## src/rtl/i2c_memory_writer_controller_if.sv

```systemverilog
// Control stream and two-wire bus signals shared by the I2C memory-writer controller and its environment.
// The master modport is the controller's view; the slave modport is the data source / bus side.
interface i2c_memory_writer_controller_if #(
   parameter int unsigned COUNT_WIDTH = 8
);
   logic                   start;
   logic                   ebr_select;
   logic [COUNT_WIDTH-1:0] byte_count;
   logic [7:0]             data_in;
   logic                   data_valid;
   logic                   data_ready;
   logic                   copi_scl;
   logic                   copi_sda;
   logic                   cipo_sda;
   logic                   busy;
   logic                   done;
   logic                   nack_error;

   modport master (
      input  start, ebr_select, byte_count, data_in, data_valid, cipo_sda,
      output data_ready, copi_scl, copi_sda, busy, done, nack_error
   );

   modport slave (
      output start, ebr_select, byte_count, data_in, data_valid, cipo_sda,
      input  data_ready, copi_scl, copi_sda, busy, done, nack_error
   );
endinterface

```

## src/rtl/i2c_memory_writer_controller.sv

```systemverilog
// I2C initiator that writes one frame: START, device address, EBR select, byte_count streamed data bytes, STOP.
// Every bus phase is split into four quarters of CLOCK_DIVIDE clocks; outputs change on entry to a quarter.
module i2c_memory_writer_controller #(
   parameter int unsigned CLOCK_DIVIDE   = 4,
   parameter logic [7:0]  DEVICE_ADDRESS = 8'hFE,
   parameter int unsigned COUNT_WIDTH    = 8
) (
   input  logic                              clock,
   input  logic                              reset,
   i2c_memory_writer_controller_if.master    bus
);

   localparam int unsigned DIV_WIDTH = $clog2(CLOCK_DIVIDE);
   localparam logic [DIV_WIDTH-1:0] DIV_LAST = DIV_WIDTH'(CLOCK_DIVIDE - 1);

   typedef enum logic [2:0] {
      IDLE,
      START,
      SHIFT,
      ACK,
      WAIT_DATA,
      STOP
   } state_t;

   typedef enum logic [1:0] {
      BYTE_ADDR,
      BYTE_SELECT,
      BYTE_DATA
   } byte_kind_t;

   state_t                 state;
   byte_kind_t             byte_kind;
   logic [DIV_WIDTH-1:0]   divider;
   logic [1:0]             quarter;
   logic                   setup_quarter;
   logic [2:0]             bit_index;
   logic [7:0]             shift;
   logic                   ebr_select_q;
   logic [COUNT_WIDTH-1:0] remaining;
   logic                   nack_flag;
   logic                   scl;
   logic                   sda;
   logic                   busy;
   logic                   done;
   logic                   nack_error;
   logic                   tick;
   logic [7:0]             select_byte;

   // The divider only runs while the bus is being clocked; a data stall freezes SCL low.
   assign tick        = (state != IDLE) && (state != WAIT_DATA) && (divider == DIV_LAST);
   assign select_byte = {7'b0, ebr_select_q};

   assign bus.copi_scl   = scl;
   assign bus.copi_sda   = sda;
   assign bus.busy       = busy;
   assign bus.done       = done;
   assign bus.nack_error = nack_error;
   assign bus.data_ready = (state == WAIT_DATA) && bus.data_valid;

   // NOTE: every register here is written with <= so all branches see pre-edge values of each other.
   always_ff @(posedge clock) begin
      if (reset) begin
         state         <= IDLE;
         byte_kind     <= BYTE_ADDR;
         divider       <= '0;
         quarter       <= '0;
         setup_quarter <= 1'b0;
         bit_index     <= 3'd7;
         shift         <= '0;
         ebr_select_q  <= 1'b0;
         remaining     <= '0;
         nack_flag     <= 1'b0;
         scl           <= 1'b1;
         sda           <= 1'b1;
         busy          <= 1'b0;
         done          <= 1'b0;
         nack_error    <= 1'b0;
      end else begin
         done       <= 1'b0;
         nack_error <= 1'b0;

         if (state == IDLE || state == WAIT_DATA || tick) begin
            divider <= '0;
         end else begin
            divider <= divider + DIV_WIDTH'(1);
         end

         case (state)
            IDLE: begin
               if (bus.start) begin
                  ebr_select_q  <= bus.ebr_select;
                  remaining     <= bus.byte_count;
                  busy          <= 1'b1;
                  shift         <= DEVICE_ADDRESS;
                  byte_kind     <= BYTE_ADDR;
                  nack_flag     <= 1'b0;
                  quarter       <= 2'd0;
                  setup_quarter <= 1'b1;
                  state         <= START;
               end
            end

            // A released-bus setup quarter precedes the START quarters so SDA falls well inside SCL high.
            START: begin
               if (tick) begin
                  if (setup_quarter) begin
                     setup_quarter <= 1'b0;
                     sda           <= 1'b0;
                  end else begin
                     quarter <= quarter + 2'd1;
                     case (quarter)
                        2'd1: scl <= 1'b0;
                        2'd3: begin
                           state     <= SHIFT;
                           bit_index <= 3'd7;
                           sda       <= shift[7];
                        end
                        default: ;
                     endcase
                  end
               end
            end

            SHIFT: begin
               if (tick) begin
                  quarter <= quarter + 2'd1;
                  case (quarter)
                     2'd0: scl <= 1'b1;
                     2'd2: begin
                        scl   <= 1'b0;
                        shift <= {shift[6:0], 1'b0};
                     end
                     2'd3: begin
                        if (bit_index == 3'd0) begin
                           state <= ACK;
                           sda   <= 1'b1;
                        end else begin
                           bit_index <= bit_index - 3'd1;
                           sda       <= shift[7];
                        end
                     end
                     default: ;
                  endcase
               end
            end

            ACK: begin
               if (tick) begin
                  quarter <= quarter + 2'd1;
                  case (quarter)
                     2'd0: scl <= 1'b1;
                     2'd2: begin
                        scl <= 1'b0;
                        if (bus.cipo_sda) begin
                           nack_flag <= 1'b1;
                        end
                     end
                     2'd3: begin
                        if (nack_flag) begin
                           state <= STOP;
                           sda   <= 1'b0;
                        end else if (byte_kind == BYTE_ADDR) begin
                           byte_kind <= BYTE_SELECT;
                           shift     <= select_byte;
                           bit_index <= 3'd7;
                           sda       <= select_byte[7];
                           state     <= SHIFT;
                        end else if (remaining != '0) begin
                           state <= WAIT_DATA;
                        end else begin
                           state <= STOP;
                           sda   <= 1'b0;
                        end
                     end
                     default: ;
                  endcase
               end
            end

            WAIT_DATA: begin
               if (bus.data_valid) begin
                  shift     <= bus.data_in;
                  remaining <= remaining - COUNT_WIDTH'(1);
                  byte_kind <= BYTE_DATA;
                  bit_index <= 3'd7;
                  sda       <= bus.data_in[7];
                  state     <= SHIFT;
               end
            end

            // SCL rises a quarter before SDA so the rising SDA edge is a STOP condition.
            STOP: begin
               if (tick) begin
                  quarter <= quarter + 2'd1;
                  case (quarter)
                     2'd0: scl <= 1'b1;
                     2'd1: sda <= 1'b1;
                     2'd3: begin
                        state      <= IDLE;
                        busy       <= 1'b0;
                        done       <= 1'b1;
                        nack_error <= nack_flag;
                        nack_flag  <= 1'b0;
                     end
                     default: ;
                  endcase
               end
            end

            default: state <= IDLE;
         endcase
      end
   end

endmodule

```

## src/flat_wrapper.sv

```systemverilog
// flat-port wrapper written by rule: the top's interface ports become plain ports
module i2c_memory_writer_controller_flat 
#(
   parameter int unsigned CLOCK_DIVIDE   = 4,
   parameter logic [7:0]  DEVICE_ADDRESS = 8'hFE,
   parameter int unsigned COUNT_WIDTH    = 8
)
  (clock, reset, bus_start, bus_ebr_select, bus_byte_count, bus_data_in, bus_data_valid, bus_cipo_sda, bus_data_ready, bus_copi_scl, bus_copi_sda, bus_busy, bus_done, bus_nack_error);
  i2c_memory_writer_controller_if #(.COUNT_WIDTH(COUNT_WIDTH)) bus_i ();
  input  logic clock;
  input  logic reset;
  input wire logic [$bits(bus_i.start)-1:0] bus_start;
  input wire logic [$bits(bus_i.ebr_select)-1:0] bus_ebr_select;
  input wire logic [$bits(bus_i.byte_count)-1:0] bus_byte_count;
  input wire logic [$bits(bus_i.data_in)-1:0] bus_data_in;
  input wire logic [$bits(bus_i.data_valid)-1:0] bus_data_valid;
  input wire logic [$bits(bus_i.cipo_sda)-1:0] bus_cipo_sda;
  output wire logic [$bits(bus_i.data_ready)-1:0] bus_data_ready;
  output wire logic [$bits(bus_i.copi_scl)-1:0] bus_copi_scl;
  output wire logic [$bits(bus_i.copi_sda)-1:0] bus_copi_sda;
  output wire logic [$bits(bus_i.busy)-1:0] bus_busy;
  output wire logic [$bits(bus_i.done)-1:0] bus_done;
  output wire logic [$bits(bus_i.nack_error)-1:0] bus_nack_error;
  assign bus_i.start = bus_start;
  assign bus_i.ebr_select = bus_ebr_select;
  assign bus_i.byte_count = bus_byte_count;
  assign bus_i.data_in = bus_data_in;
  assign bus_i.data_valid = bus_data_valid;
  assign bus_i.cipo_sda = bus_cipo_sda;
  assign bus_data_ready = bus_i.data_ready;
  assign bus_copi_scl = bus_i.copi_scl;
  assign bus_copi_sda = bus_i.copi_sda;
  assign bus_busy = bus_i.busy;
  assign bus_done = bus_i.done;
  assign bus_nack_error = bus_i.nack_error;
  i2c_memory_writer_controller #(.CLOCK_DIVIDE(CLOCK_DIVIDE), .DEVICE_ADDRESS(DEVICE_ADDRESS), .COUNT_WIDTH(COUNT_WIDTH)) u_core (.clock(clock), .reset(reset), .bus(bus_i));
endmodule
```

## config.mk

```make
export PLATFORM = sky130hd
export DESIGN_NAME = i2c_memory_writer_controller_flat
export DESIGN_NICKNAME = d
export VERILOG_FILES = /design/src/rtl/i2c_memory_writer_controller_if.sv /design/src/rtl/i2c_memory_writer_controller.sv /design/src/flat_wrapper.sv
export SDC_FILE = /design/constraint.sdc
export NUM_CORES = 1
export LEC_CHECK = 0
export BUFFER_PORTS_ARGS = -buffer_cell sky130_fd_sc_hd__buf_2
export CORE_MARGIN = 1
export CORE_UTILIZATION = 40
export CTS_CLUSTER_SIZE = 40
export DETAILED_ROUTE_END_ITERATION = 16
export GPL_TIMING_DRIVEN = 0
export PLACE_DENSITY_LB_ADDON = 0.1
export SETUP_SLACK_MARGIN = 0.4
export SKIP_CTS_REPAIR_TIMING = 1
export SYNTH_ARGS = -nofsm -noshare
export SYNTH_HDL_FRONTEND = slang
export SYNTH_SLANG_ARGS = --single-unit
```

## constraint.sdc

```tcl
create_clock -name clock -period 3.41 [get_ports clock]
set_input_delay 0.5115 -clock clock [delete_from_list [all_inputs] [get_ports clock]]
set_output_delay 0.5115 -clock clock [all_outputs]
set_load 0.05 [all_outputs]
```

Yosys cells after proc, flatten, opt, wreduce, memory -nomap -nowiden --
Index checks and enable logic that the tools add are counted.
Word-level totals: bits in registers 36, input port bits 22, output and inout port bits 6
Operators by class: $add $sub $neg 4, equality and inequality tests 36, muxes and demuxes 86, bitwise gates (word level) 3, reduce and logical (&&, ||, !) cells 38
Operator list (count):
- $mux W8 | 10
- $mux W3 | 25
- $pmux W8 S4 | 1
- $mux W1 | 30
- $ne A2 B1 Y1 const B | 14
- $reduce_and A12 Y1 | 2
- $mux W2 | 9
- $ne A2 B2 Y1 const B | 9
- $pmux W3 S6 | 1
- $pmux W8 S2 | 1
- $reduce_bool A3 Y1 | 5
- $reduce_and A7 Y1 | 2
- $pmux W2 S3 | 2
- $pmux W3 S4 | 1
- $reduce_and A11 Y1 | 1
- $reduce_and A9 Y1 | 1
- $reduce_and A8 Y1 | 1
- $reduce_bool A4 Y1 | 2
- $reduce_bool A8 Y1 | 1
- $sub A8 B1 Y8 const B | 1
- $eq A2 B2 Y1 const B | 3
- $eq A3 B2 Y1 const B | 2
- $eq A3 B3 Y1 const B | 2
- $logic_not A3 Y1 | 2
- 23 further kinds | 39

Longest topological paths before layout --
depth in word-level cells 7, depth in mapped cells 8, mapped depth without buffers 7

Worst setup path after synthesis --
No wires, ideal clock.
kind flip-flop to flip-flop, start point reg u_core.state[1], end point reg u_core.shift[1], data arrival time 1922 ps, required time 3291 ps, path slack 1369 ps, stages on the path, launching flop included 6, buffers on the path 1, period minus slack after synthesis 2041 ps, cell sequence dfxtp_1 > buf_2 > nor3b_2 > and2_1 > o21ai_1 > o221a_2
On the way: word-level cells in the longest chain between the ends 5, elaborated cells between the ends (all ways) 19
Ends and longest elaborated chain:
- from (decl) | line i2c_memory_writer_controller.sv:31 | state_t state;
- from (signal assigned) | line i2c_memory_writer_controller.sv:63 | state <= IDLE;
- from (signal assigned) | line i2c_memory_writer_controller.sv:99 | state <= START;
- from (signal assigned) | line i2c_memory_writer_controller.sv:114 | state <= SHIFT;
- $ne A3 B3 Y1 or $reduce_bool A3 Y1 (tied branches) | line i2c_memory_writer_controller.sv:50 | assign tick = (state != IDLE) && (state != WAIT_DATA) && (divider == DIV_LAST);
- $logic_and A1 B1 Y1 (2 in series) | line i2c_memory_writer_controller.sv:50
- $ne A2 B1 Y1 (no source line)
- $reduce_and A9 Y1 (no source line)
- to (signal assigned) | line i2c_memory_writer_controller.sv:131 | shift <= {shift[6:0], 1'b0};
- to (signal assigned) | line i2c_memory_writer_controller.sv:164 | shift <= select_byte;
- to (signal assigned) | line i2c_memory_writer_controller.sv:182 | shift <= bus.data_in;
- to (decl) | line i2c_memory_writer_controller.sv:37 | logic [7:0] shift;
Parallel ways exist; a longest one is shown, timed or not. A chain may end at the register's enable or synchronous reset.

Worst setup path in the final report --
start point reg u_core.state[1], end point out bus_data_ready
On the way: word-level cells in the longest chain between the ends 2
Ends and longest elaborated chain:
- $eq A3 B3 Y1 | line i2c_memory_writer_controller.sv:58 | assign bus.data_ready = (state == WAIT_DATA) && bus.data_valid;
- $logic_and A1 B1 Y1 | line i2c_memory_writer_controller.sv:58
- to (decl) | line flat_wrapper.sv:18 | output wire logic [$bits(bus_i.data_ready)-1:0] bus_data_ready;
Every way passes these cells.

==> flow_summary.yaml <==
sta:
  setup_slack_ns: 0.869
  slew-limit-headroom_pct: 55.2
  timing.final.max_slew_violations: 0
  fmax_ghz: 0.394
  totalNegativeSetupSlack_ns: 0
  finalSetupViolations: 0
  final_worst_clock_skew_ns: 0.00654
  grt_setup_unrepaired: "no"
  layout_worst_path_cycle_share_pct: 74.5
  timing_worst_slew_pin_value_ns: 0.666
  fin_crit_ns: 2.54
  timing_hold_violations_final: 0
route:
  antenna_left: 0
  drt-total-wl_mm: 5.50
  routed_wire_length_per_instance_um: 15.1
  route.detailed.vias_per_inst: 5.62
  drc_errors: 0
  first_pass_drt_iterations: 5
  routed-via-count: 2041
  1st_iter_drt_viols: 144
global_routing:
  antenna_found_initial: 0
  grt_pass1_wl_mm: 8.89
  global_route.overflow_total: 0
  overall_fraction_of_global_route_tracks_in_use_pct: 21.0
  vias_in_the_first_global_route: 1750
  largest_net_degree_at_the_start_of_global_routing: 11
clocking:
  cts-buffers-inserted: 5
  clk_pin_slew_ns: 0.07
  clock_sinks: 36
  insertion_delay_ns: 0.29
  htreeDepth: 2
  ctsRootBufferMaster: "clkbuf_8"
  cts_tree: "built"
  longest_clk_path_bufs: 2
hold_path:
  hp-start: "u_core.divider[0]"
  hold_end: "u_core.divider[0]"
  whs_path_depth: 1
  hp_class: "reg -> reg"
worst_setup_path:
  slowest_stage: "nor3b_2"
  classification_of_the_worst_setup_path: "reg -> out"
  rr_startpoint: "u_core.state[1]"
  regToRegSetupSlack_ns: 1.31
  arrival_ns: 2.03
  timing.critical_path.cells: "buf_2 -> nor3b_2 -> and2_1 -> buf_2"
  crit_path_start_kind: "flip-flop"
  worst_r2r_endpoint: "u_core.shift[5]"
  cpPeakStageDelay_ns: 0.56
  end_kind: "output port"
  worstRegToRegCells: 5
  crit_fanout: 10
  critical_path_required_ns: 2.90
  critPathMostFrequentCell: "buf_2"
floorplan:
  die_span_in_y_um: 75.1
  floorplan.die.width_um: 75.1
  std_cell_rows: 26
  io_pins: 28
  initial_core_util_pct: 41.6
  core_mm2: 0.00514
  die-area_mm2: 0.00564
cells_and_area:
  fin_nets: 324
  area_growth_pct: 14.7
  num_antenna_cells: 0
  ratio_of_cells_with_drive_above_1_in_the_final_layout_pct: 20.5
yosys:
  yosys.area.top_type: "dfxtp_1"
  synth.top_cells.by_count: "dfxtp_1 (36), nor2_1 (33), a21oi_1 (18)"
  synth_enable_flop_cells: 0
  avgSynthCellArea_um2: 8.22
  synth.distinct_cells: 53
  ys_async_rst_share_pct: 0
  ys_dominant_reg_cell: "dfxtp_1"
  synth_adder_area_share_pct: 5.27
  synth_compound_area_share_pct: 29.0
  yosysTopAreaCellShare_pct: 33.7
  ys_top_cells_by_area: "dfxtp_1 (34%), nor2_1 (5.8%), ha_1 (5.3%)"
  synthesis.nets: 291
  yosysSeqAreaShare_pct: 33.7
  synthSimpleGateAreaFrac_pct: 23.2
  synth_top_family_by_area: "compound AO/OA/AOI/OAI gates"
  synthXorXnorAreaFrac_pct: 0
  synth.cell_area_mm2: 0.00214
  post_synth_mux_area_share_pct: 2.34
  synthCells: 260
  yosysMostFrequentCell: "dfxtp_1"
  synth-seq-cells: 36
  yosys_warnings: 0
pwr:
  p_per_area_mw_per_mm2: 661
  leakage_nw: 1.02
  max-vdd-ir-drop_mv: 0.265
place:
  hpwl_mm: 4.02
  pre_cts_slack_ns: 1.23
  place_congestion: 0.939
  numPortBuffers: 26
outcome:
  status: "finished, final reports clean"
flow_run:
  drv.max_cap_violation_count: 0
==> cell type report <==
class / instances / area (µm²)
inverter: 13 / 48.8
sequential: 36 / 721
fill: 546 / 2690
timing repair buffer: 26 / 130
buffer: 18 / 90.1
clock buffer: 7 / 96.3
tap: 70 / 87.6
multi-input combinational: 193 / 1280
==> sequential cells by signal, indices dropped and copies added (netlist names) <==
register / count
u_core.bit_index: 3
u_core.nack_flag: 1
u_core.bus.busy: 1
u_core.remaining: 8
u_core.quarter: 2
u_core.setup_quarter: 1
u_core.bus.nack_error: 1
u_core.bus.copi_scl: 1
u_core.divider: 2
u_core.bus.done: 1
u_core.shift: 8
u_core.bus.copi_sda: 1
u_core.state: 3
u_core.byte_kind: 2
u_core.ebr_select_q: 1
==> report_power, final <==
part           internal [W]  switching (W)  total (W)
registers          0.000522      0.0000786   0.000600
clock network      0.000180       0.000152   0.000332
logic              0.000277       0.000410   0.000687
total              0.000979       0.000641    0.00162
==> critical path, delay by kind of cell (launching register included) <==
kind                   cells  cell delay (ns)
AND/OR/NAND/NOR            2             0.87
buffers and inverters      2             0.51
flip-flops                 1             0.36
==> placed cells by master (no fill, tap or decap), drive strengths merged, types with 6 or more instances in the layout <==
cell and n:
dfxtp 36, nor2 35, buf 35, a21oi 18, clkbuf 16, o21ai 14
inv 13, nand2 12, a22oi 10, nor3 10, ha 9, o221a 8
nand3 7, a31oi 6, a211oi 6
==> through the flow <==
step | std cells | total power (W) | util (%) | cell area, µm² | hold WS (ns)
5_1_grt | 363 | 0.00172 | 47.7 | 2450 | 0.463
2_1_floorplan | 260 | 0.00112 | - | 2140 | 0.407
4_1_cts | 363 | 0.00162 | 47.7 | 2450 | 0.437
3_5_place_dp | 356 | 0.00129 | 45.8 | 2350 | 0.427
3_3_place_gp | 356 | 0.00129 | 45.8 | 2350 | 0.423
6_report | 363 | 0.00162 | 47.7 | 2450 | 0.433
==> worst max path at each step <==
stage | start | to | cells past startpoint
2_1_floorplan | u_core.state[1] | u_core.shift[1] | 5
3_5_place_dp | u_core.state[1] | bus_data_ready | 4
4_1_cts | u_core.state[1] | bus_data_ready | 4
3_3_place_gp | u_core.state[1] | bus_data_ready | 4
6_report | u_core.state[1] | bus_data_ready | 4
5_1_grt | u_core.state[1] | bus_data_ready | 4
==> cell families (layout without fill, tap and decap cells) <==
family | after synthesis | in the layout
fa+ha+maj | 9 | 9
simple gates | 94 | 94
mux | 5 | 5
flops | 36 | 36
buf+inv | 31 | 64
compound gates | 85 | 85
==> metal layers <==
metal / up-vias / track usage [%] / part of all wire (%)
li1: 1023 / - / -
met1: 945 / 32.5 / 51
met2: 65 / 28.9 / 41
met3: 8 / 4.15 / 6.6
met4: 0 / 6.08 / 1.4
met5: - / 0 / 0
Power figures use the tool's default switching activity.
